`config.mk`:
```
export PLATFORM = sky130hd
export DESIGN_NAME = fp_mul_seq
export DESIGN_NICKNAME = d
export VERILOG_FILES = /design/src/rtl/fp_mul_seq.sv
export SDC_FILE = /design/constraint.sdc
export NUM_CORES = 1
export LEC_CHECK = 0
export ABC_AREA = 1
export BUFFER_PORTS_ARGS = -buffer_cell sky130_fd_sc_hd__clkbuf_2
export CAP_MARGIN = 25
export CORE_UTILIZATION = 40
export CTS_BUF_LIST = sky130_fd_sc_hd__clkbuf_8
export DETAILED_ROUTE_END_ITERATION = 6
export MAX_ROUTING_LAYER = met4
export PLACE_DENSITY = 0.55
export RECOVER_POWER = 50
export SYNTH_ARGS = -nofsm -noshare
export SYNTH_HDL_FRONTEND = slang
export SYNTH_SLANG_ARGS = --single-unit
```
`constraint.sdc`:
```
create_clock -name clk -period 14.35 [get_ports clk]
set_input_delay 0.7175 -clock clk [delete_from_list [all_inputs] [get_ports clk]]
set_output_delay 0.7175 -clock clk [all_outputs]
set_load 0.02 [all_outputs]
```
`src/rtl/fp_mul_seq.sv`:
```
// fp_mul_seq: sequential IEEE-754 single-precision multiplier.
//   Radix-2 shift-and-add over the 24-bit significands (24 iterations),
//   one normalise step, result truncated. Start/finish handshake and the
//   zero/inf/NaN handling match the FP divider, so the two blocks can sit
//   behind the same FPU operation mux.
// Ports:
//   clk    - clock, rising edge
//   rst    - asynchronous active-high reset
//   en     - start request, sampled only in IDLE
//   inA    - multiplicand (IEEE-754 single)
//   inB    - multiplier   (IEEE-754 single)
//   out    - product, valid while finish=1, held until the next load
//   finish - one-cycle completion pulse
//   busy   - high in MUL/NORM/DONE, en ignored while high
module fp_mul_seq #(
  parameter logic [31:0] NAN_PATTERN = 32'h7FD55555
) (
  input  logic        clk,
  input  logic        rst,
  input  logic        en,
  input  logic [31:0] inA,
  input  logic [31:0] inB,
  output logic [31:0] out,
  output logic        finish,
  output logic        busy
);

  typedef enum logic [1:0] {IDLE, MUL, NORM, DONE} state_t;

  typedef struct packed {
    logic zero;
    logic inf;
    logic nan;
  } cls_t;

  // Denormals are flushed: a zero exponent means zero whatever the mantissa.
  function automatic cls_t classify(input logic [31:0] x);
    cls_t c;
    c.zero = (x[30:23] == 8'h00);
    c.inf  = (x[30:23] == 8'hFF) && (x[22:0] == 23'h0);
    c.nan  = (x[30:23] == 8'hFF) && (x[22:0] != 23'h0);
    return c;
  endfunction

  state_t      state, state_n;
  cls_t        ca, cb;
  logic        special;
  logic        sign_in;
  logic [31:0] special_res;

  logic        sign_r;
  logic [7:0]  ea_r, eb_r;
  logic [47:0] mcand;      // multiplicand, pre-shifted left once per iteration
  logic [23:0] mplier;     // multiplier, consumed LSB first
  logic [47:0] acc;
  logic [4:0]  cnt;

  logic signed [9:0] e_norm;
  logic [22:0]       m_norm;
  logic [31:0]       norm_res;

  assign ca      = classify(inA);
  assign cb      = classify(inB);
  assign special = ca.zero | ca.inf | ca.nan | cb.zero | cb.inf | cb.nan;
  assign sign_in = inA[31] ^ inB[31];

  always_comb begin
    special_res = {sign_in, 31'h0};
    if (ca.nan || cb.nan || (ca.zero && cb.inf) || (ca.inf && cb.zero))
      special_res = NAN_PATTERN;
    else if (ca.inf || cb.inf)
      special_res = {sign_in, 8'hFF, 23'h0};
  end

  // Normalise the finished 48-bit product; the exponent is kept 10-bit
  // signed so both overflow and underflow remain visible.
  always_comb begin
    e_norm = {2'b00, ea_r} + {2'b00, eb_r} - (acc[47] ? 10'd126 : 10'd127);
    m_norm = acc[47] ? acc[46:24] : acc[45:23];
    if (e_norm >= 10'sd255)
      norm_res = {sign_r, 8'hFF, 23'h0};
    else if (e_norm <= 10'sd0)
      norm_res = {sign_r, 31'h0};
    else
      norm_res = {sign_r, e_norm[7:0], m_norm};
  end

  always_ff @(posedge clk or posedge rst) begin
    if (rst) state <= IDLE;
    else     state <= state_n;
  end

  always_comb begin
    state_n = state;
    case (state)
      IDLE: if (en) state_n = special ? DONE : MUL;
      MUL:  if (cnt == 5'd1) state_n = NORM;
      NORM: state_n = DONE;
      DONE: state_n = IDLE;
      default: state_n = IDLE;
    endcase
  end

  assign finish = (state == DONE);
  assign busy   = (state != IDLE);

  always_ff @(posedge clk or posedge rst) begin
    if (rst) begin
      out    <= 32'h0;
      sign_r <= 1'b0;
      ea_r   <= 8'h0;
      eb_r   <= 8'h0;
      mcand  <= 48'h0;
      mplier <= 24'h0;
      acc    <= 48'h0;
      cnt    <= 5'd0;
    end else begin
      case (state)
        IDLE: if (en) begin
          if (special) begin
            out <= special_res;
          end else begin
            sign_r <= sign_in;
            ea_r   <= inA[30:23];
            eb_r   <= inB[30:23];
            mcand  <= {24'h0, 1'b1, inA[22:0]};
            mplier <= {1'b1, inB[22:0]};
            acc    <= 48'h0;
            cnt    <= 5'd24;
          end
        end
        MUL: begin
          if (mplier[0]) acc <= acc + mcand;
          mcand  <= mcand << 1;
          mplier <= mplier >> 1;
          cnt    <= cnt - 5'd1;
        end
        NORM: out <= norm_res;
        default: ;
      endcase
    end
  end

endmodule
```
==> metrics.txt, run 1 <==
post-cts gate resize count 0; #FFs+latches synth 176; post-route insts no fill 2,256; Antenna Cells 0; post-synth top area share 35.7%; final setup vio count 0; Setup TNS 0 ns; top cells by area, synth dfrtp_1 36%, nand2_1 17%, ha_1 7.0%, inv_1 7.0%, nor2_1 4.4%; CTS sink cnt 176; H-tree Lvls 4; Synthesized Nets 1,916; PD cells 208 mW/mm^2; Commonest cells post-synth 555 x nand2_1, 230 x inv_1, 176 x dfrtp_1, 146 x nor2_1, 100 x a21oi_1; combinational power share 59.8%; fin crit share 35.7%; status complete, but fails checks; Fmax achieved 195 MHz; max-slew violations 181; Area Overhead vs Synth 9.29%; Rows 63; synthesized area 0.0123 mm^2; critical path startpoint category primary input; Clock Skew 0.0279 ns; Cell Int Power 0.00134 W; worst skew pair latency 0.51 ns; Die ar. 0.0315 mm^2; Largest stage delay, worst path 2.59 ns; vias per cell 5.13; CP arrival 4.93 ns; Synth Flop Type dfrtp_1; CTS Buf Count 17; CTS hold repair buffers 0; EDFF count, synth 0; remaining antenna violation count 0; asr flop ratio synth 100%; Flop pwr share 26.8%; first-pass GRT wire length 57.7 mm; switch share 52.1%; sw power 0.00146 W; clk slew on worst S/H paths 0.10 ns; sequential share of the synthesized area 35.7%; Critical Path RT 14.15 ns; Distinct cells, synth 44; nets@finish 1,991; Final Critical Period 5.13 ns; worst min path class in2reg; Die X 178 um; Hold Violations, Final 0; failing checks max-capacitance violations, max-slew violations; Worst VDD drop 132 uV; Die Height 178 um; Clk pwr share 13.4%; Detailed Routing Iterations Pass 1 6; number of I/O port buffers 100; drt initial violations 776; unrepaired setup endpoints after global routing false; share of layout cells above drive strength 1 9.32%; vias in the first global route 11,100; actual slew at the worst max-slew pin 3.57 ns; worst-path fanout max 67; MaxCap Viol Count 3; IO Pins 101; wire length per cell 15.6 um; pin count of the biggest net entering global routing 100; worst setup path category in2async; post-synth top area cell dfrtp_1; Synth Warn # 0; Bufs on Longest Clock Path 2; clk root buf clkbuf_8; Residual DRC 0; starting density of the core 41.1%; CTS tree yes; Avg Cell Area, Syn 6.93 um^2; CP endpoint kind async pin; Leak 6.94 nW; post-CTS setup buffers 0; CP cell instances clkbuf_2, clkinvlp_2, clkbuf_1; total number of vias 11,600; Post-DP HPWL 27.5 mm; Placed Cells incl. Taps 2,223; grt ovf 0; most frequent cell after synthesis nand2_1; slowest stage cell on the critical path clkbuf_1; WL final 35.3 mm; Slew headroom -138%; Post-Synthesis Cells 1,778; RD Place Congestion 0.966; initial antenna violation count 0; total track usage 24.2%; core area 0.0300 mm^2
## sequential cells by signal, indices dropped and copies added (netlist names)
register	flops
sign_r	1
eb_r	8
cnt	5
mplier	24
out	32
state	2
ea_r	8
mcand	48
acc	48
## power by group through the flow
| stage | Combinational [W] | Clock (W) | Sequential (W) |
|---|---|---|---|
| CTS | 0.00169 | 0.000384 | 0.000754 |
| detailed placement | 0.00168 | 0 | 0.000764 |
| floorplan | 0.00131 | 0 | 0.000767 |
| global placement | 0.00165 | 0 | 0.000760 |
| global route | 0.00192 | 0.000404 | 0.000772 |
| finish | 0.00168 | 0.000374 | 0.000752 |
## per-stage QoR
stage          setup WS (ns)  area (um^2)  power [W]  utilization [%]  hold slack [ns]
5_1_grt                 7.98        13500    0.00309             45.0            0.464
2_1_floorplan           8.86        12300    0.00208                -            0.452
6_report                9.22        13500    0.00280             45.0            0.467
3_5_place_dp           10.72        13100    0.00245             43.7            0.470
3_3_place_gp           10.81        13000    0.00241             43.5            0.465
4_1_cts                10.71        13500    0.00283             45.0            0.255
## logic make-up (layout without fill, tap and decap cells)
| family | Yosys count | after routing | synth area share [%] |
|---|---|---|---|
| xor gates and xnor gates | 17 | 17 | 1.21 |
| buffers and inverters | 297 | 385 | 10.1 |
| and+or+nand+nor | 897 | 897 | 30.9 |
| AOI/OAI and AO/OA | 320 | 320 | 14.7 |
| DFF | 176 | 176 | 35.7 |
| adders and majority gates | 71 | 71 | 7.33 |
## critical path, delay by kind of cell
kind / cells / cell delay, ns
buffers and inverters: 3 / 4.12
## area by class of cell
class	instances	area [um^2]
Sequential cell	176	4400
Timing Repair Buffer	110	578
Clock buffer	18	248
Clock inverter	14	164
Inverter	243	915
Tap cell	390	488
Fill cell	3214	16500
Multi-Input combinational cell	1305	6670
## metal layers
layer / wire [um] / global-route usage [%]
met1: 16600 / 30.7
met2: 16300 / 39.4
met3: 1590 / 3.60
met5: 0 / -
met4: 839 / 7.76
## path summary, 6_finish.rpt
path	end	start	cells past startpoint	slack [ns]
min	mcand[14]	inA[14]	3	0.47
max in group clk	acc[46]	state[1]	8	11.04
max reg2reg	acc[46]	state[1]	8	11.04
max	acc[46]	rst	3	9.22
min reg2reg	out[9]	out[9]	2	0.49
min in group asynchronous	acc[39]	rst	2	0.90
## cell usage in the layout, fill, tap and decap left out, types with 24 or more instances in the layout
master	n
nand2_1	555
inv_1	229
dfrtp_1	176
nor2_1	146
a21oi_1	100
o21ai_0	84
nand3_1	83
clkbuf_2	70
ha_1	68
nand4_1	43
o21ai_1	36
clkbuf_1	32
o211ai_1	26
o22ai_1	24
(Power assumes the default switching activity.)
==> inputs of run 2 (changes only) <==
- clock period: 14.35 -> 5.3 ns (I/O delays scaled with it)
==> metrics.txt, run 2 (synthesis gave the netlist of run 1 again) <==
Leak 7.04 nW (+1.4%); H-tree Lvls 4 (unchanged); worst-path fanout max 89 (+33%); Post-DP Area 0.0131 mm^2 (-0.21%); PD cells 558 mW/mm^2 (+170%); first-pass GRT wire length 58.9 mm (+2.2%); total number of vias 11,700 (+0.85%); remaining antenna violation count 0 (unchanged); most frequent cells in the layout 555 x nand2_1, 231 x inv_1, 176 x dfrtp_1; Post-DP HPWL 27.7 mm (+0.51%); actual slew at the worst max-slew pin 2.33 ns (-1.24 ns); CTS hold repair buffers 23 (+23); Slew headroom -55.4% (+82 points); unrepaired setup endpoints after global routing false; CP arrival 3.94 ns (-0.99 ns); Critical Path RT 5.88 ns (-8.27 ns); hold path cells 3 (unchanged); clk slew on worst S/H paths 0.09 ns (about the same); Fmax achieved 298 MHz; number of I/O port buffers 100 (unchanged); post-cts gate resize count 0 (unchanged); vias in the first global route 11,200 (+0.76%); Worst VDD drop 322 uV (+140%); Final Critical Period 3.36 ns; worst setup path category in2async; MaxCap Viol Count 1 (-2); worst min path class in2reg; CTS sink cnt 176 (unchanged); post-CTS setup buffers 0 (unchanged); Residual DRC 0 (unchanged); Antenna Cells 0 (unchanged); fin crit share 63.4%; biggest regs acc (48), mcand (48), out (32); failing checks max-capacitance violations, max-slew violations; Clock Skew 0.0162 ns (-0.0117 ns); Die Height 178 um (unchanged); Area Overhead vs Synth 11.1%; initial antenna violation count 0 (unchanged); grt ovf 0 (unchanged); critical path startpoint category primary input; total track usage 24.7% (+0.50 points); commonest non-fill, non-tap cell in the layout nand2_1; core area 0.0300 mm^2 (unchanged); Register-to-Register Path Depth 10 (+2); Hold Violations, Final 0 (unchanged); clk root buf clkbuf_8; Bufs on Longest Clock Path 2 (unchanged); Setup TNS 0 ns (unchanged); CP endpoint kind async pin; Detailed Routing Iterations Pass 1 5 (-1); wire length per cell 15.6 um (-0.10%); Rows 63 (unchanged); final setup vio count 0 (unchanged); nets@finish 2,016 (+1.3%); Die ar. 0.0315 mm^2 (unchanged); WL final 35.7 mm (+1.0%); IO Pins 101 (unchanged); Die X 178 um (unchanged); status complete, but fails checks; vias per cell 5.12 (-0.25%); pin count of the biggest net entering global routing 105 (+5.0%); Design Area, Final 0.0137 mm^2 (+1.6%); starting density of the core 41.1% (unchanged); RD Place Congestion 0.982 (+1.6%); CTS Buf Count 17 (unchanged); worst skew pair latency 0.50 ns (about the same); drt initial violations 748 (-3.6%); max-slew violations 90 (-50%); CTS tree yes; share of layout cells above drive strength 1 8.88% (-0.44 points)
[run 2: per-stage QoR]
stage | hold WS (ns) | instances | power (W) | worst slack (ns) | util (%)
after detailed placement | 0.471 | 2223 | 0.00660 | 2.21 | 43.6
after global placement | 0.466 | 2223 | 0.00654 | 2.27 | 43.6
final | 0.0299 | 2281 | 0.00763 | 1.94 | 45.7
after floorplan | 0.421 | 1778 | 0.00564 | 0.261 | -
after global routing | 0.0269 | 2281 | 0.00840 | 1.25 | 45.7
after CTS | 0.000310 | 2278 | 0.00768 | 2.17 | 45.8
[run 2: final timing paths]
path,startpoint,end,slack [ns]
max,rst,acc[45],1.94
min,inA[22],mcand[22],0.03
max reg2reg,state[1],acc[40],2.29
min reg2reg,acc[0],acc[0],0.49
max in group clk,state[1],acc[40],2.29
min in group asynchronous,rst,mplier[6],0.39
[run 2: power breakdown]
group,switching [W],internal [W]
clock,0.000527,0.000507
sequential,0.000283,0.00178
combinational,0.00310,0.00143
total,0.00391,0.00372
[run 2: cell type report]
type / instances / area (um^2)
multi-input combinational: 1305 / 6670
clock inverter: 12 / 156
timing repair buffer: 135 / 785
clock buffer: 20 / 275
inverter: 243 / 915
tap: 390 / 488
fill: 3225 / 16300
sequential: 176 / 4400
[run 2: metal layers]
metal  vias up  wire [um]  track usage (%)
li1       5982          -                -
met3        41       1340             2.93
met2       233      16300             38.9
met5         -          0                -
met1      5423      17300             33.0
met4         0        754             7.66
[run 2: critical path, cell delays in order]
cell and delay, ns:
dlygate4sd3_1 0.53, clkbuf_2 0.11, clkinvlp_2 0.48, clkbuf_2 1.76, buf_4 0.75
